`src/rtl/mmio_accum_bank_if.sv`:
```
// CPU peripheral bus seen by one memory-mapped block: chip enable, write
// strobe, word address, write data and combinational read data.
interface mmio_accum_bank_if #(
    parameter int AW = 4
);
    logic          CE;
    logic          PWE;
    logic [AW-1:0] addr;
    logic [31:0]   wdata;
    logic [31:0]   rdata;

    // Handshake: a write commits on the rising clock edge where CE and PWE
    // are both high; rdata is a pure function of addr and state while CE is
    // high and reads zero otherwise. There is no wait state or back-pressure.
    modport master (
        output CE,
        output PWE,
        output addr,
        output wdata,
        input  rdata
    );

    modport slave (
        input  CE,
        input  PWE,
        input  addr,
        input  wdata,
        output rdata
    );
endinterface

```
`src/rtl/mmio_accum_bank.sv`:
```
// Memory-mapped bank of NCH accumulators. Each channel keeps the last word
// written, a wrapping sum, a saturating sample count and sticky OVF/SAT flags.
module mmio_accum_bank #(
    parameter int NCH    = 4,
    parameter int SW     = 32,
    parameter int CW     = 16,
    parameter bit EN_RST = 1'b1
) (
    input  logic                 clk,
    input  logic                 reset,
    mmio_accum_bank_if.slave     bus,
    output logic                 ovf_any
);
    localparam int IW  = $clog2(NCH);
    localparam int AW  = IW + 2;
    // Channel-select width stays at least one bit so NCH=1 still elaborates.
    localparam int CSW = (IW > 0) ? IW : 1;

    localparam logic [1:0] REG_DATA  = 2'd0;
    localparam logic [1:0] REG_SUM   = 2'd1;
    localparam logic [1:0] REG_COUNT = 2'd2;
    localparam logic [1:0] REG_CTRL  = 2'd3;

    logic [SW-1:0]  sum_q  [NCH];
    logic [SW-1:0]  sum_d  [NCH];
    logic [CW-1:0]  cnt_q  [NCH];
    logic [CW-1:0]  cnt_d  [NCH];
    logic [31:0]    last_q [NCH];
    logic [31:0]    last_d [NCH];
    logic [NCH-1:0] en_q,  en_d;
    logic [NCH-1:0] ovf_q, ovf_d;
    logic [NCH-1:0] sat_q, sat_d;

    logic [AW-1:0]  addr;
    logic [1:0]     reg_sel;
    logic [31:0]    ch_idx;
    logic [CSW-1:0] ch_sel;
    logic           ch_ok;
    logic           wr_en;
    logic [SW:0]    sum_ext;
    logic [31:0]    rdata_mux;

    // Address decode: channel index in the upper bits, register in the low two.
    assign addr    = bus.addr;
    assign reg_sel = addr[1:0];
    assign ch_idx  = 32'(addr >> 2);
    assign ch_sel  = ch_idx[CSW-1:0];
    assign ch_ok   = (ch_idx < 32'(NCH));
    assign wr_en   = bus.CE & bus.PWE & ch_ok;

    // One extra bit catches the carry out of the top sum bit for OVF.
    assign sum_ext = {1'b0, sum_q[ch_sel]} + {1'b0, bus.wdata[SW-1:0]};

    always_comb begin
        sum_d  = sum_q;
        cnt_d  = cnt_q;
        last_d = last_q;
        en_d   = en_q;
        ovf_d  = ovf_q;
        sat_d  = sat_q;
        if (wr_en) begin
            unique case (reg_sel)
                REG_DATA: begin
                    last_d[ch_sel] = bus.wdata;
                    if (en_q[ch_sel]) begin
                        sum_d[ch_sel] = sum_ext[SW-1:0];
                        if (sum_ext[SW]) begin
                            ovf_d[ch_sel] = 1'b1;
                        end
                        if (&cnt_q[ch_sel]) begin
                            sat_d[ch_sel] = 1'b1;
                        end else begin
                            cnt_d[ch_sel] = cnt_q[ch_sel] + CW'(1);
                        end
                    end
                end
                REG_CTRL: begin
                    // CLR is a strobe; only EN is stored.
                    if (bus.wdata[0]) begin
                        sum_d[ch_sel] = '0;
                        cnt_d[ch_sel] = '0;
                        ovf_d[ch_sel] = 1'b0;
                        sat_d[ch_sel] = 1'b0;
                    end
                    en_d[ch_sel] = bus.wdata[1];
                end
                default: begin
                end
            endcase
        end
    end

    always_ff @(posedge clk) begin
        if (reset) begin
            for (int i = 0; i < NCH; i++) begin
                sum_q[i]  <= '0;
                cnt_q[i]  <= '0;
                last_q[i] <= '0;
            end
            en_q  <= {NCH{EN_RST}};
            ovf_q <= '0;
            sat_q <= '0;
        end else begin
            sum_q  <= sum_d;
            cnt_q  <= cnt_d;
            last_q <= last_d;
            en_q   <= en_d;
            ovf_q  <= ovf_d;
            sat_q  <= sat_d;
        end
    end

    // Zero-latency read of pre-edge state; unmapped channels read as zero.
    always_comb begin
        rdata_mux = '0;
        if (bus.CE && ch_ok) begin
            unique case (reg_sel)
                REG_DATA:  rdata_mux = last_q[ch_sel];
                REG_SUM:   rdata_mux = 32'(sum_q[ch_sel]);
                REG_COUNT: rdata_mux = 32'(cnt_q[ch_sel]);
                REG_CTRL:  rdata_mux = {28'd0, sat_q[ch_sel], ovf_q[ch_sel], en_q[ch_sel], 1'b0};
                default:   rdata_mux = '0;
            endcase
        end
    end

    assign bus.rdata = rdata_mux;
    assign ovf_any   = |ovf_q;

endmodule
```
`src/flat_wrapper.sv`:
```
// flat-port wrapper written by rule: the top's interface ports become plain ports
module mmio_accum_bank_flat 
#(
    parameter int NCH    = 4,
    parameter int SW     = 32,
    parameter int CW     = 16,
    parameter bit EN_RST = 1'b1
)
  (clk, reset, ovf_any, bus_CE, bus_PWE, bus_addr, bus_wdata, bus_rdata);
  mmio_accum_bank_if bus_i ();
  input  logic clk;
  input  logic reset;
  output logic ovf_any;
  input wire logic [$bits(bus_i.CE)-1:0] bus_CE;
  input wire logic [$bits(bus_i.PWE)-1:0] bus_PWE;
  input wire logic [$bits(bus_i.addr)-1:0] bus_addr;
  input wire logic [$bits(bus_i.wdata)-1:0] bus_wdata;
  output wire logic [$bits(bus_i.rdata)-1:0] bus_rdata;
  assign bus_i.CE = bus_CE;
  assign bus_i.PWE = bus_PWE;
  assign bus_i.addr = bus_addr;
  assign bus_i.wdata = bus_wdata;
  assign bus_rdata = bus_i.rdata;
  mmio_accum_bank #(.NCH(NCH), .SW(SW), .CW(CW), .EN_RST(EN_RST)) u_core (.clk(clk), .reset(reset), .bus(bus_i), .ovf_any(ovf_any));
endmodule
```
`config.mk`:
```
export PLATFORM = sky130hd
export DESIGN_NAME = mmio_accum_bank_flat
export DESIGN_NICKNAME = d
export VERILOG_FILES = /design/src/rtl/mmio_accum_bank_if.sv /design/src/rtl/mmio_accum_bank.sv /design/src/flat_wrapper.sv
export SDC_FILE = /design/constraint.sdc
export NUM_CORES = 1
export LEC_CHECK = 0
export CAP_MARGIN = 40
export CORE_MARGIN = 4
export CORE_UTILIZATION = 50
export CTS_BUF_LIST = sky130_fd_sc_hd__clkbuf_2 sky130_fd_sc_hd__clkbuf_4 sky130_fd_sc_hd__clkbuf_8
export CTS_CLUSTER_DIAMETER = 80
export DETAILED_ROUTE_END_ITERATION = 16
export PLACE_DENSITY_LB_ADDON = 0.15
export SYNTH_ARGS = -nofsm -noshare
export SYNTH_HDL_FRONTEND = slang
export SYNTH_SLANG_ARGS = --single-unit
```
`constraint.sdc`:
```
create_clock -name clk -period 6.75 [get_ports clk]
set_clock_uncertainty 0.1 [all_clocks]
set_input_delay 1.35 -clock clk [delete_from_list [all_inputs] [get_ports clk]]
set_output_delay 1.35 -clock clk [all_outputs]
set_load 0.01 [all_outputs]
```
==> flow_summary_export.csv <==
group,metric,value,unit
status,status,"complete, no violations",
floorplan,start_util,50.8,%
finish,final_cells,2244,
min_path,min_path_type,"reg -> reg",
setup_path,required,5.30,ns
yosys,ys_seq_area_share,41.5,%
setup_path,path_max_fanout,53,
sta,setup_viol,0,
place,gp_congestion,0.950,
yosys,yosysUniqueCellTypes,63,
floorplan,die_h,187,um
yosys,synth_most_common_cell,"nand2_1",
sta,drv_slew,0,
setup_path,critical_path.endpoint,"bus_rdata[15]",
sta,worst-slew-pin-transition,0.915,ns
sta,rsz0062_at_grt,"no",
floorplan,die_width,187,um
yosys,ys_warn_count,0,
grt,antenna_found_initial,0,
floorplan,coreArea,31600,sq um
place,hpwl,33000,um
setup_path,cp.arrival,4.11,ns
clocking,cts_max_level,2,
yosys,synth_top_area_share,41.5,%
floorplan,num_rows,65,
pwr,finalPower,4.21,mW
finish,drive_gt1_share,13.5,%
clocking,cts_max_path_buffers,3,
finish,utilization,57.8,%
place,dp.cells,2142,
grt,grt_overflow,0,
finish,seq_area,6650,sq um
yosys,synthTopCellsByArea,"dfxtp_1 41%, mux4_2 12%, nand2_1 8.6%",
grt,grt_pass1_wl,78000,um
sta,whs,0.351,ns
yosys,synthCells,1758,
setup_path,r2r_setup_slack,2.90,ns
finish,diodes,0,
finish,fillCellCount,2831,
clocking,cts_tree,"built",
yosys,synthFlopType,"dfxtp_1",
flow_run,maxCapViolCount,0,
detailed_routing,vias,14000,
setup_path,r2r_cells,11,
place,port_buffers,72,
detailed_routing,drc,0,
setup_path,start_kind,"primary input",
setup_path,rr_endpoint,"u_core.sum_q[62]",
place,dpl_cell_area,17000,sq um
floorplan,dieArea,35000,sq um
yosys,synthesis.area,16000,sq um
sta,period_needed,5.56,ns
yosys,syn_area_per_cell,9.11,sq um
sta,fmaxAchievable,180,MHz
finish,final_area,18200,sq um
yosys,yosysTopAreaCell,"dfxtp_1",
clocking,cts_hold_buf,0,
detailed_routing,drt_iter0_drc,1500,
finish,area_delta_synth_final,13.8,%
sta,fin_crit_sh,82.4,%
clocking,cts.repair.resized,0,
sta,finalHoldViolCount,0,
setup_path,path_class,"in -> out",
detailed_routing,firstDrtPassIters,8,
yosys,ys_async_sr_fraction,0,%
yosys,synth_commonest_cells,"365 x nand2_1, 332 x dfxtp_1, 186 x a21oi_1",
clocking,cts_setup_buffers,0,
finish,multi_input_area,8810,sq um
detailed_routing,wl,50100,um
setup_path,crit_start,"bus_addr[3]",
clocking,cts_sinks,332,
detailed_routing,avgRoutedWirePerCell,22.3,um
floorplan,io_pins,73,
grt,grt_max_degree,91,
clocking,cts-root-buf,"clkbuf_8",
yosys,synth_seq_cells,332,
setup_path,critPathCaptureType,"output pin",
grt,grt_pass1_vias,13600,
place,place_ws,1.11,ns
sta,postLayoutSetupSlackWorst,1.19,ns
pwr,power_leakage,6.69,nW
sta,fin_tns_setup,0,ns
clocking,cts_buffers,55,
detailed_routing,avgViaCountPerCell,6.24,
clocking,clock_latency,0.60,ns
yosys,synth_edf_count,0,
finish,nNetsFinal,1872,
sta,slew_headroom,38.8,%
detailed_routing,ant_nets,0,
yosys,synth_nets,1832,
pwr,powerDensity,231,nW/um^2
clocking,clk_pin_slew_worst_paths,0.06,ns
setup_path,timing.rr.start,"u_core.sum_q[0]",
pwr,ir_drop,0.185,mV
grt,grt_usage,27.8,%
flip-flops by register name (all words and copies together) (netlist names), named ones only:
name / flops
u_core.cnt_q: 64
u_core.sum_q: 128
u_core.en_q: 4
u_core.last_q: 128
metal layers:
layer	up-vias	wire [um]	global-route usage [%]
met2	681	22700	44.0
met5	-	0	0
met4	0	1730	10.1
met1	6763	21200	38.1
met3	128	4510	5.69
li1	6435	-	-
worst max-delay path, stage by stage:
cell	delay (ns)
buf_4	0.67
buf_4	0.42
mux4_2	0.36
mux2i_1	0.44
o21ai_0	0.16
and2_1	0.18
clkdlybuf4s50_1	0.47
power breakdown:
part	switching (mW)	internal [mW]	leakage [nW]	total, mW
Clock	0.788	1.10	0.644	1.88
Sequential	0.00906	1.98	2.68	1.99
Combinational	0.227	0.117	3.37	0.343
Total	1.02	3.19	6.69	4.21
layout by cell type (no fill, tap or decap), types with 4 or more instances in the layout:
master	n
or2_2	5
mux2i_1	34
a22oi_1	30
clkbuf_8	68
mux4_2	85
nand2_1	365
nor2b_1	5
a32o_1	11
a211oi_1	8
nor3_1	15
xnor2_1	20
clkbuf_4	28
clkdlybuf4s50_1	68
xor2_1	14
dfxtp_1	332
nor2_2	8
a21o_1	15
o211ai_1	7
ha_1	33
and3_1	13
nand4_1	6
a22o_1	104
a21oi_1	186
buf_8	4
nand2b_1	7
a31oi_1	9
o21ai_0	83
nor3_2	5
and2_1	23
nor2_1	116
buf_4	27
nor4_1	5
nand3_1	37
inv_1	12
how the worst min path moves through the flow:
stage,to,slack [ns],start,cells after the start
5_1_grt,u_core.last_q[22],0.37,u_core.last_q[22],2
6_report,u_core.last_q[0],0.35,u_core.last_q[0],2
3_3_place_gp,u_core.sum_q[45],0.33,u_core.sum_q[45],2
2_1_floorplan,u_core.sum_q[41],0.32,u_core.sum_q[41],2
4_1_cts,u_core.sum_q[32],0.35,u_core.sum_q[32],2
3_5_place_dp,u_core.sum_q[32],0.34,u_core.sum_q[32],2
area by class of cell:
class,count,share of cell area (%)
multi-input combinational,1292,48.3
clock buffer,96,6.29
sequential,332,36.5
timing repair buffer,105,5.65
inverter,12,0.247
tap,402,2.76
clock inverter,5,0.288
kinds of logic after synthesis:
group                    synth area share [%]
AND/OR/NAND/NOR                          16.9
AO/OA/AOI/OAI                            19.2
flip-flops                               41.5
buffers and inverters                    3.65
multiplexers                             14.2
XOR/XNOR                                 1.86
adder cells (fa/ha/maj)                  2.70
No activity file was read; power rests on OpenSTA's default activity.
